### src/rtl/accum_drain.sv
// accum_drain: readout end of the accumulator bank.
// A start pulse snapshots all LANES accumulator values, which are then
// streamed one lane per beat over valid/ready, followed by a one-cycle
// acc_clear pulse back to the accumulators.
// Optional build macro: ACCUM_DRAIN_SAT_EN -- signed saturation of each lane
// to OUT_WIDTH instead of plain truncation.

// Per-lane shadow register plus width conversion.
module accum_drain_lane #(
  parameter int WIDTH     = 32,
  parameter int OUT_WIDTH = 16
) (
  input  logic                 clk,
  input  logic                 reset,
  input  logic                 cap,
  input  logic [WIDTH-1:0]     acc,
  output logic [OUT_WIDTH-1:0] conv
);

`ifdef ACCUM_DRAIN_SAT_EN
  logic [WIDTH-1:0] shadow_d, shadow_q;
  logic [WIDTH-OUT_WIDTH:0] top_bits;
  logic fits;

  // Load the snapshot on capture, otherwise hold.
  always_comb begin
    shadow_d = shadow_q;
    if (cap) shadow_d = acc;
  end

  // Shadow register, cleared on reset.
  always_ff @(posedge clk or negedge reset) begin
    if (!reset) shadow_q <= '0;
    else        shadow_q <= shadow_d;
  end

  // Value fits the signed output range when every bit from the output sign
  // position upward matches the input sign.
  always_comb begin
    top_bits = shadow_q[WIDTH-1:OUT_WIDTH-1];
    fits     = (&top_bits) | ~(|top_bits);
    if (fits)               conv = shadow_q[OUT_WIDTH-1:0];
    else if (shadow_q[WIDTH-1]) conv = {1'b1, {(OUT_WIDTH-1){1'b0}}};
    else                    conv = {1'b0, {(OUT_WIDTH-1){1'b1}}};
  end
`else
  // Only the low bits reach the output, so only those are stored.
  logic [OUT_WIDTH-1:0] shadow_d, shadow_q;

  // Load the snapshot on capture, otherwise hold.
  always_comb begin
    shadow_d = shadow_q;
    if (cap) shadow_d = acc[OUT_WIDTH-1:0];
  end

  // Shadow register, cleared on reset.
  always_ff @(posedge clk or negedge reset) begin
    if (!reset) shadow_q <= '0;
    else        shadow_q <= shadow_d;
  end

  assign conv = shadow_q;

  if (OUT_WIDTH < WIDTH) begin : g_drop
    logic unused_hi;
    assign unused_hi = ^acc[WIDTH-1:OUT_WIDTH];
  end
`endif

endmodule

module accum_drain #(
  parameter int WIDTH     = 32,
  parameter int LANES     = 4,
  parameter int OUT_WIDTH = 16,
  localparam int LW       = (LANES > 1) ? $clog2(LANES) : 1
) (
  input  logic                   clk,
  input  logic                   reset,
  input  logic                   start,
  input  logic [LANES*WIDTH-1:0] acc_in,
  output logic                   busy,
  output logic                   acc_clear,
  output logic [OUT_WIDTH-1:0]   out_data,
  output logic [LW-1:0]          out_lane,
  output logic                   out_valid,
  output logic                   out_last,
  input  logic                   out_ready
);

  localparam logic [1:0] S_IDLE  = 2'd0;
  localparam logic [1:0] S_SEND  = 2'd1;
  localparam logic [1:0] S_CLEAR = 2'd2;
  localparam logic [LW-1:0] LAST_LANE = LW'(LANES - 1);

  logic [1:0]    state_d, state_q;
  logic [LW-1:0] lane_d, lane_q;
  logic          cap;
  logic          is_last;
  logic [OUT_WIDTH-1:0] sel_data;

  logic [LANES-1:0][WIDTH-1:0]     acc_lanes;
  logic [LANES-1:0][OUT_WIDTH-1:0] lane_conv;

  assign acc_lanes = acc_in;

  for (genvar i = 0; i < LANES; i++) begin : g_lane
    accum_drain_lane #(.WIDTH(WIDTH), .OUT_WIDTH(OUT_WIDTH)) u_lane (
      .clk   (clk),
      .reset (reset),
      .cap   (cap),
      .acc   (acc_lanes[i]),
      .conv  (lane_conv[i])
    );
  end

  assign is_last = (lane_q == LAST_LANE);

  // Drain sequencing: capture in IDLE, one lane per handshake, then clear.
  always_comb begin
    state_d = state_q;
    lane_d  = lane_q;
    cap     = 1'b0;
    case (state_q)
      S_IDLE: begin
        if (start) begin
          cap     = 1'b1;
          lane_d  = '0;
          state_d = S_SEND;
        end
      end
      S_SEND: begin
        if (out_ready) begin
          if (is_last) begin
            lane_d  = '0;
            state_d = S_CLEAR;
          end else begin
            lane_d  = lane_q + 1'b1;
          end
        end
      end
      S_CLEAR: state_d = S_IDLE;
      default: state_d = S_IDLE;
    endcase
  end

  // Control state; reset aborts a drain without issuing a clear.
  always_ff @(posedge clk or negedge reset) begin
    if (!reset) begin
      state_q <= S_IDLE;
      lane_q  <= '0;
    end else begin
      state_q <= state_d;
      lane_q  <= lane_d;
    end
  end

  // Lane select written as a compare loop so any LANES count is safe.
  always_comb begin
    sel_data = '0;
    for (int i = 0; i < LANES; i++)
      if (lane_q == LW'(i)) sel_data = lane_conv[i];
  end

  assign out_valid = (state_q == S_SEND);
  assign busy      = (state_q != S_IDLE);
  assign acc_clear = (state_q == S_CLEAR);
  assign out_last  = out_valid & is_last;
  assign out_lane  = out_valid ? lane_q : '0;
  assign out_data  = out_valid ? sel_data : '0;

endmodule

### config.mk
export PLATFORM = sky130hd
export DESIGN_NAME = accum_drain
export DESIGN_NICKNAME = d
export VERILOG_FILES = /design/src/rtl/accum_drain.sv
export SDC_FILE = /design/constraint.sdc
export NUM_CORES = 1
export LEC_CHECK = 0
export ABC_CLOCK_PERIOD_IN_PS = 2550
export CORE_MARGIN = 2
export CORE_UTILIZATION = 44
export DETAILED_ROUTE_END_ITERATION = 10
export GPL_TIMING_DRIVEN = 0
export HOLD_SLACK_MARGIN = 0.15
export PLACE_DENSITY = 0.94
export SLEW_MARGIN = 20
export SYNTH_ARGS = -nofsm -noshare
export SYNTH_HDL_FRONTEND = slang
export SYNTH_SLANG_ARGS = --single-unit
### constraint.sdc
create_clock -name clk -period 2.55 [get_ports clk]
set_input_delay 0.3825 -clock clk [delete_from_list [all_inputs] [get_ports clk]]
set_output_delay 0.3825 -clock clk [all_outputs]
set_load 0.01 [all_outputs]
==> results of run 1 <==
layout make-up:
| type | instances | area (sq um) |
|---|---|---|
| tap | 99 | 124 |
| clock buffer | 12 | 155 |
| clock inverter | 4 | 95.1 |
| timing repair buffer | 94 | 926 |
| sequential | 68 | 1700 |
| multi-input combinational | 178 | 1480 |
| fill | 545 | 2540 |
| inverter | 3 | 11.3 |
| buffer | 22 | 175 |
worst paths after layout:
kind | startpoint | end | slack, ns
worst max-delay path | lane_q[0]$_DFFE_PN0P_ | out_data[9] | -0.02
worst min-delay path | g_lane[2].u_lane.conv[5]$_DFFE_PN0P_ | g_lane[2].u_lane.conv[5]$_DFFE_PN0P_ | 0.51
worst max register to register | state_q[0]$_DFFE_PN0P_ | g_lane[0].u_lane.conv[12]$_DFFE_PN0P_ | 0.96
worst min register to register | g_lane[2].u_lane.conv[5]$_DFFE_PN0P_ | g_lane[2].u_lane.conv[5]$_DFFE_PN0P_ | 0.51
max in group asynchronous | reset | g_lane[2].u_lane.conv[8]$_DFFE_PN0P_ | 1.50
min in group asynchronous | reset | g_lane[1].u_lane.conv[5]$_DFFE_PN0P_ | 0.52
registers in the layout, indices dropped and copies added (netlist names):
register and cells:
state_q 2, lane_q 2, g_lane.u_lane.conv 64
timing repair:
| item | in CTS | in global routing |
|---|---|---|
| setup buffers | 1 | 2 |
| endpoints found under the setup margin | 17 | 13 |
| hold buffers | 1 | 0 |
| pin swaps | 2 | 0 |
| gates cloned | 0 | 0 |
| gates resized for setup | 54 | 9 |
| hold endpoints to repair | 31 | 0 |
cell families (layout without fill, tap and decap cells):
family	count (synthesis)	count (layout)
DFF	68	68
muxes	64	64
and+or+nand+nor	58	58
AOI/OAI and AO/OA	52	52
buffers and inverters	26	135
adders and majority gates	4	4
where the power goes:
group          switching, uW  internal, uW  leakage [uW]  total [uW]
clock network            402           702      0.000127        1100
registers                338          1630      0.000802        1970
logic                   1360          1550       0.00105        2910
total                   2100          3880       0.00197        5980
Yosys cell counts:
| cell | n |
|---|---|
| dfrtp_1 | 68 |
| mux2_2 | 64 |
| a32o_1 | 18 |
| a21oi_1 | 17 |
| nand2_1 | 17 |
| nor2b_1 | 17 |
| nor3_1 | 16 |
| o21ai_0 | 16 |
| clkbuf_1 | 9 |
| buf_2 | 7 |
| buf_6 | 4 |
| ha_1 | 4 |
| nor2_1 | 3 |
| buf_4 | 2 |
| inv_1 | 2 |
| a21o_1 | 1 |
| and2_1 | 1 |
| and3_1 | 1 |
| buf_1 | 1 |
| inv_2 | 1 |
| nand2b_1 | 1 |
| nor3b_2 | 1 |
| or2_2 | 1 |
through the flow:
step	instance area, sq um	hold slack [ns]	power, uW	setup slack (ns)
CTS	4630	0.511	5900	-0.0811
global route	4670	0.529	6330	-0.119
finish	4670	0.512	5980	-0.0238
global placement	4280	0.490	4640	-0.983
floorplan	3270	0.0869	3600	0.763
detailed placement	4300	0.346	4770	-0.0363
metal layers:
layer | routed length, microns | share of wire
met4 | 298 | 0.034
met2 | 4400 | 0.51
met3 | 591 | 0.068
met1 | 3380 | 0.39
met5 | 0 | 0
worst register-to-register path, stage by stage, from the launching register on:
cell and delay, ns:
dfrtp_1 0.41, nor3b_2 0.27, buf_4 0.27, buf_6 0.19
mux2_2 0.35
==> metrics, run 1 <==
Power Dens Cells roughly 1300 nW/um^2; Core Area ~7200 sq um; CP Max Fanout 10; die area 8130 sq um; Via Count 2,591; Worst Tran Pin Value ~0.42 ns; Syn Area/Cell between 10 and 15 sq um; final std cells w/o fill 480; Final period util 1.01; Chip Height around 90 microns; H-tree levels 3; post-synthesis cell type count 23; WP buf/inv 3; crit path launch type register; worst stage delay on the critical path 0.47 ns; vias per inst 5.40; met2 Usage GRT 0.380; initial cell density of the core 0.453; Max Slew Vio Count 0; adder-cell share of the synthesized area 0.0153; CP Cell Sequence buf_4, ha_4, clkbuf_8, a21oi_1, o21ai_1, a32o_1, clkdlybuf4s50_1; Layout area overhead 43.0%; multiplexer share of the synthesized area 0.221; Clock Root Buffer clkbuf_8; Yosys reg bits 68; DR DRC count 0; vias in the first global route ~2,700; CTS buffer count 9; most common cell after layout, fill and taps aside clkdlybuf4s50_1; setup slack after layout -0.0238 ns; fraction of layout cells with a size suffix above 1 0.320; GRT Max-Usage Layer met2; Core Rows 31; crit path kind register to primary output; port bufs 89; compound-cell area share of the yosys netlist 0.108; # diodes 0; Total GRT Usage 0.224; Synth top area share 0.521; family with the most delay on the worst path buffers and inverters; CP arrival 2.19 ns; Setup Skew 0.00277 ns; Slew headroom 0.717; outcome complete, but fails checks; average wire per cell in the routed design between 15 and 20 microns; CTS sink count between 60 and 70; failing checks negative setup slack; final design utilization 0.648; Worst path depth 7; r2r worst-path depth 4; CTS clk-pin slew, worst paths 0.07 ns; synth warn 0; largest net degree at the start of global routing 38; dpl hpwl roughly 6500 microns; GR met1 Demand/Resource 0.267; Detailed Routing Iterations Pass 1 4; xor and xnor fraction of the mapped netlist area 0; crit end category primary output; Slowest cell on crit path clkdlybuf4s50_1; MaxCap Viol Count 0; leading cell types in the layout, fill and taps excluded clkdlybuf4s50_1 (73), dfrtp_1 (66), mux2_2 (64); final wirelength about 8700 microns; cell area after synthesis approximately 3300 sq um; unrepaired setup endpoints after global routing true; Post-Syn Instances around 270; post-route minimum period between 2 and 3 ns; CTS Buffer Depth 2; main combinational cell family by area after synthesis multiplexers; Sum Neg Setup Slack -0.0238 ns; Starting DRT DRC Count approximately 160; final net count 512; Worst VDD drop 0.735 mV; clock latency at the later pin of the worst-skew pair roughly 0.35 ns; dpl cells 461; global-route wire length before repair 14,000 microns; register area share after synthesis 0.521; number of routed nets with antenna violations 0; Min-Delay Path Class register to register; Synth area leader dfrtp_1; worst endpoint required time roughly 2.2 ns; final setup vio count 1; total I/O pin count 154; hold path cells 1; Synth area leaders dfrtp_1 (52%), mux2_2 (22%), a32o_1 (5.5%); grt met3 use 0.0729; TritonCTS clock tree done; Final GP Congestion between 0.8 and 0.9; Synth Area in Simple Gates 0.0915; f_max approximately 390 MHz; Synth Net Count between 400 and 500; grt total ovfl 0; P_leak 0.00197 uW; initial antenna violation count 0; final hold vios 0; Chip Width approximately 90 microns
Note: power is estimated with default switching activity, not from simulation.
==> run 2: changes to the inputs <==
--- a/config.mk
+++ b/config.mk
@@ -5,6 +5,7 @@
 export SDC_FILE = /design/constraint.sdc
 export NUM_CORES = 1
 export LEC_CHECK = 0
+export ABC_AREA = 0
 export ABC_CLOCK_PERIOD_IN_PS = 2550
 export CORE_MARGIN = 2
 export CORE_UTILIZATION = 44
@@ -12,6 +13,7 @@
 export GPL_TIMING_DRIVEN = 0
 export HOLD_SLACK_MARGIN = 0.15
 export PLACE_DENSITY = 0.94
+export REMOVE_ABC_BUFFERS = 1
 export SLEW_MARGIN = 20
 export SYNTH_ARGS = -nofsm -noshare
 export SYNTH_HDL_FRONTEND = slang
==> run 2 against run 1 <==
  * The flow now finishes without violations
  * Sequential share of layout area decreased by 0.49 points
  * Design area is 1.4% higher
  * Flip-flop and latch count unchanged
  * Register-to-register slack worse by 0.60 ns
  * Utilization grew 0.88 points
  * Combinational power grew 6%
  * Fmax is 7.5% higher
  * First-iteration DRC count fell by 37%
  * Clock-buffer cell count rose by 2
  * Global-route usage decreased by 0.27 points
  * Power is 2.3% lower
  * Via count down 2.1%
  * Critical endpoint is now out_last
  * Largest cell class unchanged
==> metrics, run 2 (same netlist as run 1, synthesis figures left out) <==
outcome completed (was complete, but fails checks); crit end category primary output (unchanged); initial antenna violation count 0 (unchanged); hold path cells 1 (unchanged); Layout area overhead 45.0% (was 43.0%); average wire per cell in the routed design 18.4 microns (was 18.1 microns); # diodes 0 (unchanged); GRT Max-Usage Layer met2 (unchanged); Core Rows 31 (unchanged); Power Dens Cells 1230 nW/um^2 (was 1280 nW/um^2); r2r worst-path depth 5 (was 4); final hold vios 0 (unchanged); CTS sink count 68 (unchanged); initial cell density of the core 0.453 (unchanged); f_max 418 MHz (was 389 MHz); Slew headroom 0.487 (was 0.717); final net count 509 (was 512); dpl hpwl 5230 microns (was 6470 microns); met2 Usage GRT 0.360 (was 0.380); Clock Root Buffer clkbuf_8 (unchanged); grt total ovfl 0 (unchanged); vias per inst 5.33 (was 5.40); setup slack after layout 0.155 ns (was -0.0238 ns); CP Max Fanout 23 (was 10); CTS clk-pin slew, worst paths 0.07 ns (about the same); crit path kind register to primary output (unchanged); P_leak 0.00208 uW (was 0.00197 uW); crit path launch type register (unchanged); post-route minimum period 2.39 ns (was 2.57 ns); Via Count 2,536 (was 2,591); Worst VDD drop 0.691 mV (was 0.735 mV); Total GRT Usage 0.221 (was 0.224); Setup Skew 0.00643 ns (was 0.00277 ns); grt met3 use 0.0461 (was 0.0729); final design utilization 0.657 (was 0.648); GR met1 Demand/Resource 0.292 (was 0.267); total I/O pin count 154 (unchanged); Max Slew Vio Count 0 (unchanged); number of routed nets with antenna violations 0 (unchanged); MaxCap Viol Count 0 (unchanged); port bufs 89 (unchanged); worst endpoint required time 2.17 ns (about the same); max reg flops 64 (unchanged); WP buf/inv 2 (was 3); Worst Tran Pin Value 0.768 ns (was 0.424 ns); Min-Delay Path Class register to register (unchanged); leading cell types in the layout, fill and taps excluded clkdlybuf4s50_1 (72), dfrtp_1 (66), mux2_2 (64) (was clkdlybuf4s50_1 (73), dfrtp_1 (66), mux2_2 (64)); pre-CTS WS -0.334 ns (was -0.0363 ns); most common cell after layout, fill and taps aside clkdlybuf4s50_1 (unchanged); worst reg2reg path endpoint g_lane[0].u_lane.conv[0]$_DFFE_PN0P_ (was g_lane[0].u_lane.conv[12]$_DFFE_PN0P_); die area 8130 sq um (unchanged); Starting DRT DRC Count 103 (was 163); Chip Height 90.2 microns (unchanged); final wirelength 8780 microns (was 8670 microns); fraction of layout cells with a size suffix above 1 0.308 (was 0.320); Chip Width 90.2 microns (unchanged); largest net degree at the start of global routing 39 (was 38); unrepaired setup endpoints after global routing false (was true); CTS Buffer Depth 2 (unchanged); CP arrival 2.01 ns (was 2.19 ns); min-delay src g_lane[1].u_lane.conv[3]$_DFFE_PN0P_ (was g_lane[2].u_lane.conv[5]$_DFFE_PN0P_); Fill cells 552 (was 545); Slowest cell on crit path clkdlybuf4s50_1 (unchanged); worst stage delay on the critical path 0.52 ns (was 0.47 ns); Detailed Routing Iterations Pass 1 4 (unchanged); final setup vio count 0 (was 1); FF-to-FF Start state_q[0]$_DFFE_PN0P_ (unchanged); Core Area 7210 sq um (unchanged); TritonCTS clock tree done (unchanged); Final period util 0.939 (was 1.01); hold endpoint g_lane[1].u_lane.conv[3]$_DFFE_PN0P_ (was g_lane[2].u_lane.conv[5]$_DFFE_PN0P_); CTS buffer count 9 (unchanged); Final GP Congestion 0.713 (was 0.885); clock latency at the later pin of the worst-skew pair 0.33 ns (was 0.35 ns); H-tree levels 3 (unchanged); family with the most delay on the worst path buffers and inverters (unchanged); CP Cell Sequence nand2b_4, inv_6, and2_1, clkdlybuf4s50_1 (was buf_4, ha_4, clkbuf_8, a21oi_1, o21ai_1, a32o_1, clkdlybuf4s50_1); reg2reg setup slack 0.36 ns (was 0.96 ns); global-route wire length before repair 14,000 microns (about the same); vias in the first global route 2,717 (was 2,726); DR DRC count 0 (unchanged)
==> run 2: layer usage <==
metal  share of wire  vias up
met5               0        -
met4           0.015        0
met3           0.050       13
met2            0.51       90
met1            0.43     1253
li1                -     1180
==> run 2: through the flow <==
step	total power (uW)	cells	cell area [sq um]	hold WS (ns)	setup TNS [ns]
floorplan	3510	249	3140	0.0869	-66.68
detailed placement	4650	443	4240	0.356	-5.28
global placement	4490	437	4150	0.489	-248.17
finish	5850	476	4740	0.508	0
CTS	5880	472	4670	0.512	0
global route	6240	476	4740	0.520	0
==> run 2: report_power, final <==
part / leakage (uW) / total, uW / switching, uW / internal (uW)
Combinational: 0.00118 / 3080 / 1370 / 1710
Clock: 0.0000986 / 838 / 384 / 454
Sequential: 0.000802 / 1930 / 299 / 1630
==> run 2: worst max-delay path by stage <==
stage                            from                                   end  slack, ns  cells past startpoint
6_report       state_q[1]$_DFFE_PN0P_                              out_last       0.16                      4
5_1_grt         lane_q[0]$_DFFE_PN0P_                          out_data[13]       0.06                      7
4_1_cts         lane_q[0]$_DFFE_PN0P_                          out_data[11]      0.001                      6
3_5_place_dp    lane_q[1]$_DFFE_PN0P_                           out_data[3]      -0.33                      5
3_3_place_gp                    start  g_lane[0].u_lane.conv[4]$_DFFE_PN0P_      -2.53                      3
2_1_floorplan  state_q[0]$_DFFE_PN0P_  g_lane[0].u_lane.conv[0]$_DFFE_PN0P_      -1.00                      2
==> run 2: timing repair <==
action | in CTS | in global routing
hold endpoints to repair | 30 | 0
cloned | 0 | 0
pin swaps | 2 | 0
setup buffers | 13 | 4
setup endpoints to repair | 20 | 13
gates resized for setup | 23 | 14
hold buffers | 1 | 0
==> run 2: layout make-up <==
| type | count | area [sq um] | share of cell area |
|---|---|---|---|
| clock buffers | 14 | 183 | 0.0386 |
| repair buffers | 113 | 1210 | 0.255 |
| clock inverters | 1 | 5.00 | 0.00106 |
| flip-flops and latches | 68 | 1700 | 0.360 |
| inverters | 3 | 18.8 | 0.00396 |
| well taps | 99 | 124 | 0.0261 |
| multi-input cells | 178 | 1500 | 0.316 |
==> run 3: changes to the inputs <==
--- a/config.mk
+++ b/config.mk
@@ -9,11 +9,11 @@
 export ABC_CLOCK_PERIOD_IN_PS = 2550
 export CORE_MARGIN = 2
 export CORE_UTILIZATION = 44
+export CTS_CLUSTER_SIZE = 14
 export DETAILED_ROUTE_END_ITERATION = 10
 export GPL_TIMING_DRIVEN = 0
 export HOLD_SLACK_MARGIN = 0.15
 export PLACE_DENSITY = 0.94
-export REMOVE_ABC_BUFFERS = 1
 export SLEW_MARGIN = 20
 export SYNTH_ARGS = -nofsm -noshare
 export SYNTH_HDL_FRONTEND = slang
==> results of run 3 <==
The final DEF is identical to that of run 1; final timing and power are the same.
